--- src/rtl/aud_pkg.sv ---
// Shared definitions for the I2S audio player.
// Contents: PCM word width, bit-counter width, load value for the
// bit counter, and the player state encoding.
// Build option: define AUD_PLAYER_DUP_EN to re-serialise the left sample
// into the right half-frame. Without it, the right half-frame stays silent.
package aud_pkg;

  localparam int AUD_WORD_W = 16;
  localparam int AUD_CNT_W  = 4;

  // Bit index of the MSB, loaded into the counter at the start of every word.
  localparam logic [AUD_CNT_W-1:0] AUD_CNT_MAX = AUD_CNT_W'(AUD_WORD_W - 1);

  typedef enum logic [1:0] {
    S_IDLE = 2'd0,  // disabled
    S_WAIT = 2'd1,  // armed, waiting for the first LRCK fall
    S_SEND = 2'd2,  // shifting a word out
    S_HOLD = 2'd3   // word finished, driving 0
  } aud_state_t;

endpackage

--- src/rtl/aud_lrck_edge.sv ---
// LRCK edge detector for the I2S audio player.
// Registers the codec DAC LR clock once per BCLK and compares the previous
// and current values to produce single-cycle edge strobes.
// Ports:
//   i_clk     codec BCLK
//   i_rst_n   asynchronous active-low reset
//   i_daclrck codec DAC LR clock (0 = left, 1 = right)
//   o_fall    left half-frame starts (previous 1, now 0)
//   o_rise    right half-frame starts (previous 0, now 1)
module aud_lrck_edge (
  input  logic i_clk,
  input  logic i_rst_n,
  input  logic i_daclrck,
  output logic o_fall,
  output logic o_rise
);

  logic lrck_prev;

  always_ff @(posedge i_clk or negedge i_rst_n) begin
    if (!i_rst_n) begin
      lrck_prev <= 1'b0;
    end else begin
      lrck_prev <= i_daclrck;
    end
  end

  assign o_fall = lrck_prev & ~i_daclrck;
  assign o_rise = ~lrck_prev & i_daclrck;

endmodule

--- src/rtl/aud_i2s_player.sv ---
// I2S audio player: serialises 16-bit signed PCM samples to the codec,
// MSB first, one bit per BCLK.
// A left word is latched on each LRCK fall. The first bit appears in the
// cycle after the edge is detected, and the remaining 15 bits follow on
// consecutive cycles. An LRCK edge during a word aborts that word. Dropping
// i_en forces the output to 0 at once and returns the player to idle.
// Build option: AUD_PLAYER_DUP_EN. When defined, each LRCK rise replays the
// last left sample for the right channel. When undefined, the right
// half-frame stays 0 and produces no o_word_done.
// Ports:
//   i_clk         codec BCLK (rising edge)
//   i_rst_n       asynchronous active-low reset
//   i_en          player enable from the upstream DSP
//   i_daclrck     codec DAC LR clock (0 = left, 1 = right)
//   i_dac_data    signed PCM sample from the upstream DSP
//   o_aud_dacdat  serial data to the codec
//   o_word_done   one-cycle pulse after the last bit of a completed word
//   o_underrun    sticky: a left frame started with i_en low after playback
//                 had begun
module aud_i2s_player
  import aud_pkg::*;
(
  input  logic                  i_clk,
  input  logic                  i_rst_n,
  input  logic                  i_en,
  input  logic                  i_daclrck,
  input  logic [AUD_WORD_W-1:0] i_dac_data,
  output logic                  o_aud_dacdat,
  output logic                  o_word_done,
  output logic                  o_underrun
);

  logic                  fall;
  logic                  rise;
  aud_state_t            state;
  logic [AUD_WORD_W-1:0] shift_r;
  logic [AUD_CNT_W-1:0]  cnt;
  logic                  sent_any;

  aud_lrck_edge u_edge (
    .i_clk     (i_clk),
    .i_rst_n   (i_rst_n),
    .i_daclrck (i_daclrck),
    .o_fall    (fall),
    .o_rise    (rise)
  );

  // shift_r keeps the whole latched sample for the length of the word.
  // The outgoing bit is selected by the counter, so the sample is still
  // available when the right channel replays it.
  always_ff @(posedge i_clk or negedge i_rst_n) begin
    if (!i_rst_n) begin
      state        <= S_IDLE;
      shift_r      <= '0;
      cnt          <= '0;
      sent_any     <= 1'b0;
      o_aud_dacdat <= 1'b0;
      o_word_done  <= 1'b0;
      o_underrun   <= 1'b0;
    end else begin
      o_word_done <= 1'b0;

      if (fall && !i_en && sent_any) begin
        o_underrun <= 1'b1;
      end

      if (!i_en) begin
        state        <= S_IDLE;
        o_aud_dacdat <= 1'b0;
      end else begin
        case (state)
          S_IDLE: begin
            state <= S_WAIT;
          end
          default: begin
            if (fall) begin
              shift_r      <= i_dac_data;
              cnt          <= AUD_CNT_MAX;
              o_aud_dacdat <= i_dac_data[AUD_WORD_W-1];
              state        <= S_SEND;
            end else if (rise && state != S_WAIT) begin
              // Nothing has been latched in S_WAIT, so a rise there is ignored.
`ifdef AUD_PLAYER_DUP_EN
              cnt          <= AUD_CNT_MAX;
              o_aud_dacdat <= shift_r[AUD_WORD_W-1];
              state        <= S_SEND;
`else
              o_aud_dacdat <= 1'b0;
              state        <= S_HOLD;
`endif
            end else if (state == S_SEND) begin
              if (cnt == '0) begin
                o_aud_dacdat <= 1'b0;
                o_word_done  <= 1'b1;
                sent_any     <= 1'b1;
                state        <= S_HOLD;
              end else begin
                o_aud_dacdat <= shift_r[cnt - 1'b1];
                cnt          <= cnt - 1'b1;
              end
            end
          end
        endcase
      end
    end
  end

endmodule

--- config.mk ---
export PLATFORM = sky130hd
export DESIGN_NAME = aud_i2s_player
export DESIGN_NICKNAME = d
export VERILOG_FILES = /design/src/rtl/aud_pkg.sv /design/src/rtl/aud_lrck_edge.sv /design/src/rtl/aud_i2s_player.sv
export SDC_FILE = /design/constraint.sdc
export NUM_CORES = 1
export LEC_CHECK = 0
export CORE_ASPECT_RATIO = 1.5
export CORE_MARGIN = 3
export CORE_UTILIZATION = 55
export CTS_CLUSTER_DIAMETER = 120
export DETAILED_ROUTE_END_ITERATION = 16
export PLACE_DENSITY = 0.83
export SYNTH_ARGS = -nofsm -noshare
export SYNTH_HDL_FRONTEND = slang
export SYNTH_HIERARCHICAL = 1
export SYNTH_SLANG_ARGS = --single-unit
--- constraint.sdc ---
create_clock -name i_clk -period 4.45 [get_ports i_clk]
set_input_delay 0.89 -clock i_clk [delete_from_list [all_inputs] [get_ports i_clk]]
set_output_delay 0.89 -clock i_clk [all_outputs]
set_load 0.01 [all_outputs]
==> flow_summary.json, run 1 <==
{
  "status": "complete, no violations",
  "area_growth_pct": 20.0,
  "diodes": 0,
  "die_x_um": 45.2,
  "synth_top_family_by_area": "multiplexers",
  "cts.path.max_buffers": 2,
  "startpoint_type": "input pin",
  "vias": 843,
  "nFillCells": 150,
  "port-buffer-count": 22,
  "place_ws_ps": 1290,
  "final_common_cell": "dfrtp_1",
  "holdBufCountCts": 0,
  "whs_endpoint": "o_underrun$_DFFE_PN0P_",
  "synth_fp_nets": 118,
  "yosysTopAreaCellShare": 0.534,
  "start_util": 0.602,
  "synthMuxAreaShare": 0.250,
  "crit_path_max_fanout": 16,
  "drtIter0Drc": 34,
  "cpPeakStageDelay_ps": 690,
  "root_buffer": "clkbuf_4",
  "cts_buffers": 3,
  "synthesis.area_um2": 1270,
  "maxCapViolations": 0,
  "place_area_um2": 1490,
  "fin_crit_ps": 2870,
  "fin_skew_ps": 1.02,
  "cts_resized": 0,
  "pin_count": 23,
  "ys_types": 27,
  "power_frac_clock": 0.144,
  "tns_ps": 0,
  "crit_start": "i_daclrck",
  "seqPwrFrac": 0.502,
  "finalHoldViolCount": 0,
  "power_density_nw_per_um2": 475,
  "final_cell_mix": "27 x dfrtp_1, 22 x clkdlybuf4s50_1, 17 x mux2_2, 12 x nor2_1, 6 x a21oi_1",
  "rows": 20,
  "worstSetupPathType": "input pin to flip-flop",
  "ir_drop_mv": 0.340,
  "synthAdderAreaFrac": 0.00988,
  "crit_buf_inv": 2,
  "drive_gt1_frac": 0.217,
  "synth_xor_area_frac": 0.0138,
  "clock_latency_ps": 320,
  "swShare": 0.298,
  "first_global_vias": 987,
  "setup_viol": 0,
  "cts_tree": "built",
  "synthTopCellsByArea": "dfrtp_1 53%, mux2_2 15%, mux4_1 8.3%",
  "cts_setup_buffers": 0,
  "die_area_um2": 2930,
  "rr_startpoint": "u_edge/lrck_prev$_DFF_PN0_",
  "cts.sinks": 27,
  "p_switching_mw": 0.215,
  "fp.coreArea_um2": 2100,
  "timing.fmax_ghz": 0.348,
  "p_int_mw": 0.506,
  "cp_top_family": "simple AND/OR/NAND/NOR gates",
  "antenna_found_initial": 0,
  "worstHoldPathCells": 1,
  "min-delay-start": "o_underrun$_DFFE_PN0P_",
  "clk_pin_slew_ps": 140,
  "p_leak_nw": 0.668,
  "firstDrtPassIters": 4,
  "grt_max_degree": 28,
  "avgSynthCellArea_um2": 13.1,
  "rsz0062_at_grt": "false",
  "worst_path_max_delay_cell": "or3_1",
  "synthCells": 97,
  "fin_util": 0.723,
  "design_area_um2": 1520,
  "yosys_warnings": 6,
  "synth_simple_gate_area_share": 0.105,
  "grt_pass1_wl_mm": 3.88,
  "worstPathArrival_ps": 3090,
  "tightest_slew_ps": 646,
  "grt_overflow": 0,
  "die_h_um": 64.8,
  "fin_nets": 142,
  "timing.final.ws_setup_ps": 1580,
  "seq_area_frac_synth": 0.534,
  "cp_cell_sequence": "clkdlybuf4s50_1, nor2b_1, inv_1, or3_1, mux2_2",
  "r2r-end": "shift_r[8]$_DFFE_PN0P_",
  "htreeDepth": 1,
  "place_congestion": 0.860,
  "maxSlewHeadroom": 0.569,
  "combPwrFrac": 0.354,
  "synth-seq-cells": 27,
  "viasPerCell": 5.94,
  "ant_nets": 0,
  "end_kind": "flip-flop",
  "power_mw": 0.721,
  "wire_per_inst_um": 16.0,
  "gr-usage-all-layers": 0.176,
  "final.period_utilization": 0.645,
  "drv_slew": 0,
  "drc": 0,
  "drt-total-wl_mm": 2.28,
  "synth_compound_area_frac": 0.0534,
  "yosys.area.top_type": "dfrtp_1",
  "hold_path.class": "flip-flop to flip-flop",
  "r2r_slack_ps": 2220,
  "required_ps": 4670,
  "reg2regPathDepth": 4
}
Yosys cell counts, drive strengths merged:
library cell	number
mux4	4
and4	1
nand2b	1
buf	4
a31o	1
xor2	2
a31oi	1
mux2	17
or3b	1
ha	1
mux2i	2
o211ai	1
nand3	2
or2	1
a21oi	6
o21ai	1
nor3	3
and2b	1
a311o	1
nor2b	2
dfrtp	27
or3	1
inv	4
nor2	12
worst register-to-register path: cells and delay by family (launching register included):
kind | cells | cell delay, ps
buffers and inverters | 1 | 170
muxes | 1 | 390
DFF | 1 | 360
and+or+nand+nor | 2 | 1210
per-stage QoR:
stage          hold slack [ps]  std cells
6_report                   509        142
5_1_grt                    528        142
3_5_place_dp               475        138
3_3_place_gp               465        138
4_1_cts                    508        142
2_1_floorplan              441         97
kinds of logic (layout without fill, tap and decap cells):
kind of cell               count (synthesis)  in the layout
DFF                                       27             27
and+or+nand+nor                           25             25
muxes                                     23             23
AOI/OAI and AO/OA                         11             11
buffers and inverters                      8             31
xor gates and xnor gates                   2              2
adders and majority gates                  1              1
flip-flops by register name, indices dropped and copies added, names as in the netlist:
| register | cells |
|---|---|
| o_word_done | 1 |
| o_aud_dacdat | 1 |
| sent_any | 1 |
| state | 2 |
| cnt | 4 |
| u_edge/lrck_prev | 1 |
| shift_r | 16 |
| o_underrun | 1 |
final cells by class:
class                   count  area [um2]  area share
well taps                  22        27.5      0.0181
flip-flops and latches     27         676       0.445
multi-input cells          62         547       0.360
inverters                   4        15.0     0.00988
repair buffers             23         228       0.150
clock buffers               4        26.3      0.0173
power groups by stage:
stage                     registers, mW  clock network (mW)  logic [mW]
after CTS                         0.361               0.107       0.259
after global placement            0.362                   0       0.251
after floorplan                   0.346                   0       0.206
after global routing              0.369               0.116       0.280
final                             0.362               0.104       0.255
after detailed placement          0.367                   0       0.259
how the worst max path moves through the flow:
stage / to / cells past startpoint
2_1_floorplan: shift_r[0]$_DFFE_PN0P_ / 7
3_3_place_gp: shift_r[4]$_DFFE_PN0P_ / 5
3_5_place_dp: shift_r[8]$_DFFE_PN0P_ / 5
4_1_cts: shift_r[4]$_DFFE_PN0P_ / 5
5_1_grt: shift_r[8]$_DFFE_PN0P_ / 5
6_report: shift_r[8]$_DFFE_PN0P_ / 5
layer usage:
| metal | wire (um) | global-route usage |
|---|---|---|
| met1 | 822 | 0.180 |
| met5 | 0 | 0 |
| met3 | 106 | 0.0250 |
| met2 | 1300 | 0.324 |
| met4 | 48 | 0.0879 |
(Power assumes the default switching activity.)
==> run 2: changes to the inputs <==
--- a/config.mk
+++ b/config.mk
@@ -7,10 +7,10 @@
 export LEC_CHECK = 0
 export CORE_ASPECT_RATIO = 1.5
 export CORE_MARGIN = 3
-export CORE_UTILIZATION = 55
+export CORE_UTILIZATION = 51
 export CTS_CLUSTER_DIAMETER = 120
 export DETAILED_ROUTE_END_ITERATION = 16
-export PLACE_DENSITY = 0.83
+export PLACE_DENSITY = 0.78
 export SYNTH_ARGS = -nofsm -noshare
 export SYNTH_HDL_FRONTEND = slang
 export SYNTH_HIERARCHICAL = 1
==> constraint.sdc (replaced) <==
create_clock -name i_clk -period 2.85 [get_ports i_clk]
set_input_delay 0.57 -clock i_clk [delete_from_list [all_inputs] [get_ports i_clk]]
set_output_delay 0.57 -clock i_clk [all_outputs]
set_load 0.01 [all_outputs]
==> flow_summary.json, run 2 (synthesis gave the netlist of run 1 again) <==
{
  "top_register": "shift_r",
  "area_growth_pct": 20.7,
  "holdBufCountCts": 0,
  "root_buffer": "clkbuf_4",
  "vias": 825,
  "clock_latency_ps": 320,
  "nFillCells": 187,
  "largest_reg_flops": 16,
  "placed_cells": 140,
  "final_common_cell": "dfrtp_1",
  "worstPathArrival_ps": 2340,
  "cts.sinks": 27,
  "seqPwrFrac": 0.496,
  "combPwrFrac": 0.360,
  "cts_tree": "built",
  "rsz0062_at_grt": "false",
  "maxSlewHeadroom": 0.554,
  "tightest_slew_ps": 669,
  "finalHoldViolCount": 0,
  "grt_overflow": 0,
  "min-delay-start": "o_underrun$_DFFE_PN0P_",
  "cts_resized": 0,
  "timing.fmax_ghz": 0.472,
  "regArea_um2": 676,
  "cts_buffers": 3,
  "clk_pin_slew_ps": 140,
  "fin_nets": 143,
  "ant_nets": 0,
  "cts_setup_buffers": 0,
  "r2r-end": "o_aud_dacdat$_DFFE_PN0P_",
  "viasPerCell": 5.73,
  "rr_startpoint": "cnt[0]$_DFFE_PN0P_",
  "wl_met3_um": 77,
  "fin_crit_ps": 2120,
  "die_area_um2": 3130,
  "antenna_found_initial": 0,
  "p_switching_mw": 0.341,
  "end_kind": "flip-flop",
  "port-buffer-count": 22,
  "hold_path.class": "flip-flop to flip-flop",
  "setup_viol": 0,
  "power_density_nw_per_um2": 741,
  "drtIter0Drc": 22,
  "r2r_slack_ps": 770,
  "die_h_um": 67.0,
  "maxCapViolations": 0,
  "place_congestion": 0.825,
  "drive_gt1_frac": 0.223,
  "status": "complete, no violations",
  "drc": 0,
  "largestRegisters": "shift_r x16, cnt x4, state x2",
  "swShare": 0.301,
  "crit_path_max_fanout": 16,
  "htreeDepth": 1,
  "wl_met1_um": 846,
  "grt_pass1_wl_mm": 3.91,
  "firstDrtPassIters": 2,
  "whs_endpoint": "o_underrun$_DFFE_PN0P_",
  "worstHoldPathCells": 1,
  "pin_count": 23,
  "place_ws_ps": 383,
  "drt-total-wl_mm": 2.32,
  "first_global_vias": 920,
  "wire_per_inst_um": 16.1,
  "p_leak_nw": 0.673,
  "cts.path.max_buffers": 2,
  "fin_skew_ps": 2.53,
  "met2_length_mm": 1.35,
  "grt_max_degree": 28,
  "final.period_utilization": 0.743,
  "rows": 21,
  "drv_slew": 0,
  "diodes": 0,
  "required_ps": 3070,
  "ir_drop_mv": 0.449,
  "final_cell_mix": "27 x dfrtp_1, 22 x clkdlybuf4s50_1, 17 x mux2_2, 12 x nor2_1, 6 x a21oi_1",
  "power_frac_clock": 0.144,
  "top_layer": "met4",
  "startpoint_type": "input pin",
  "timing.final.ws_setup_ps": 733,
  "die_x_um": 46.7,
  "p_int_mw": 0.792,
  "reg2regPathDepth": 5,
  "worstSetupPathType": "input pin to flip-flop",
  "fp.coreArea_um2": 2290,
  "tns_ps": 0,
  "multiInputGateArea_um2": 547,
  "fin_cells": 144,
  "gr-usage-all-layers": 0.170,
  "dp_hpwl_mm": 1.81,
  "start_util": 0.554
}
==> run 2: cell count changes in the layout (fill, tap and decap cells not counted) <==
cell,before,now
buf_4,1,2
==> run 2: critical path, cell delays in order <==
cell and delay (ps):
clkdlybuf4s50_1 430, nor2b_1 170, inv_1 100, or3_1 670, mux2_2 380
==> run 2: layout make-up <==
cell class | instances | area share
Clock buffer | 4 | 0.0172
Timing Repair Buffer | 24 | 0.154
Sequential cell | 27 | 0.442
Inverter | 4 | 0.00983
Multi-Input combinational cell | 62 | 0.358
Tap cell | 23 | 0.0188
==> run 2: power by group through the flow <==
stage | clock network (mW) | registers [mW] | logic [mW]
after floorplan | 0 | 0.541 | 0.322
after global placement | 0 | 0.563 | 0.395
final | 0.163 | 0.562 | 0.408
after CTS | 0.165 | 0.563 | 0.413
after global routing | 0.177 | 0.576 | 0.442
after detailed placement | 0 | 0.572 | 0.412
==> run 2: per-stage QoR <==
stage,util,cell area [um2],power (mW),hold WS [ps]
3_3_place_gp,0.657,1500,0.958,454
4_1_cts,0.668,1530,1.14,489
6_report,0.668,1530,1.13,487
5_1_grt,0.668,1530,1.20,511
3_5_place_dp,0.657,1500,0.984,458
2_1_floorplan,-,1270,0.863,274
==> run 2: how the worst max path moves through the flow <==
stage / slack (ps) / start / endpoint / cells past startpoint
detailed placement: 380 / i_daclrck / shift_r[2]$_DFFE_PN0P_ / 5
global route: 640 / i_daclrck / shift_r[11]$_DFFE_PN0P_ / 5
floorplan: 900 / i_daclrck / shift_r[0]$_DFFE_PN0P_ / 7
finish: 730 / i_daclrck / shift_r[12]$_DFFE_PN0P_ / 5
CTS: 720 / i_daclrck / shift_r[12]$_DFFE_PN0P_ / 5
global placement: 450 / i_daclrck / shift_r[6]$_DFFE_PN0P_ / 5
==> run 2: layer usage <==
| metal | GRT usage | up-vias |
|---|---|---|
| met1 | 0.193 | 402 |
| met4 | 0.0623 | 0 |
| met5 | 0 | - |
| li1 | - | 395 |
| met2 | 0.314 | 21 |
| met3 | 0.0162 | 7 |
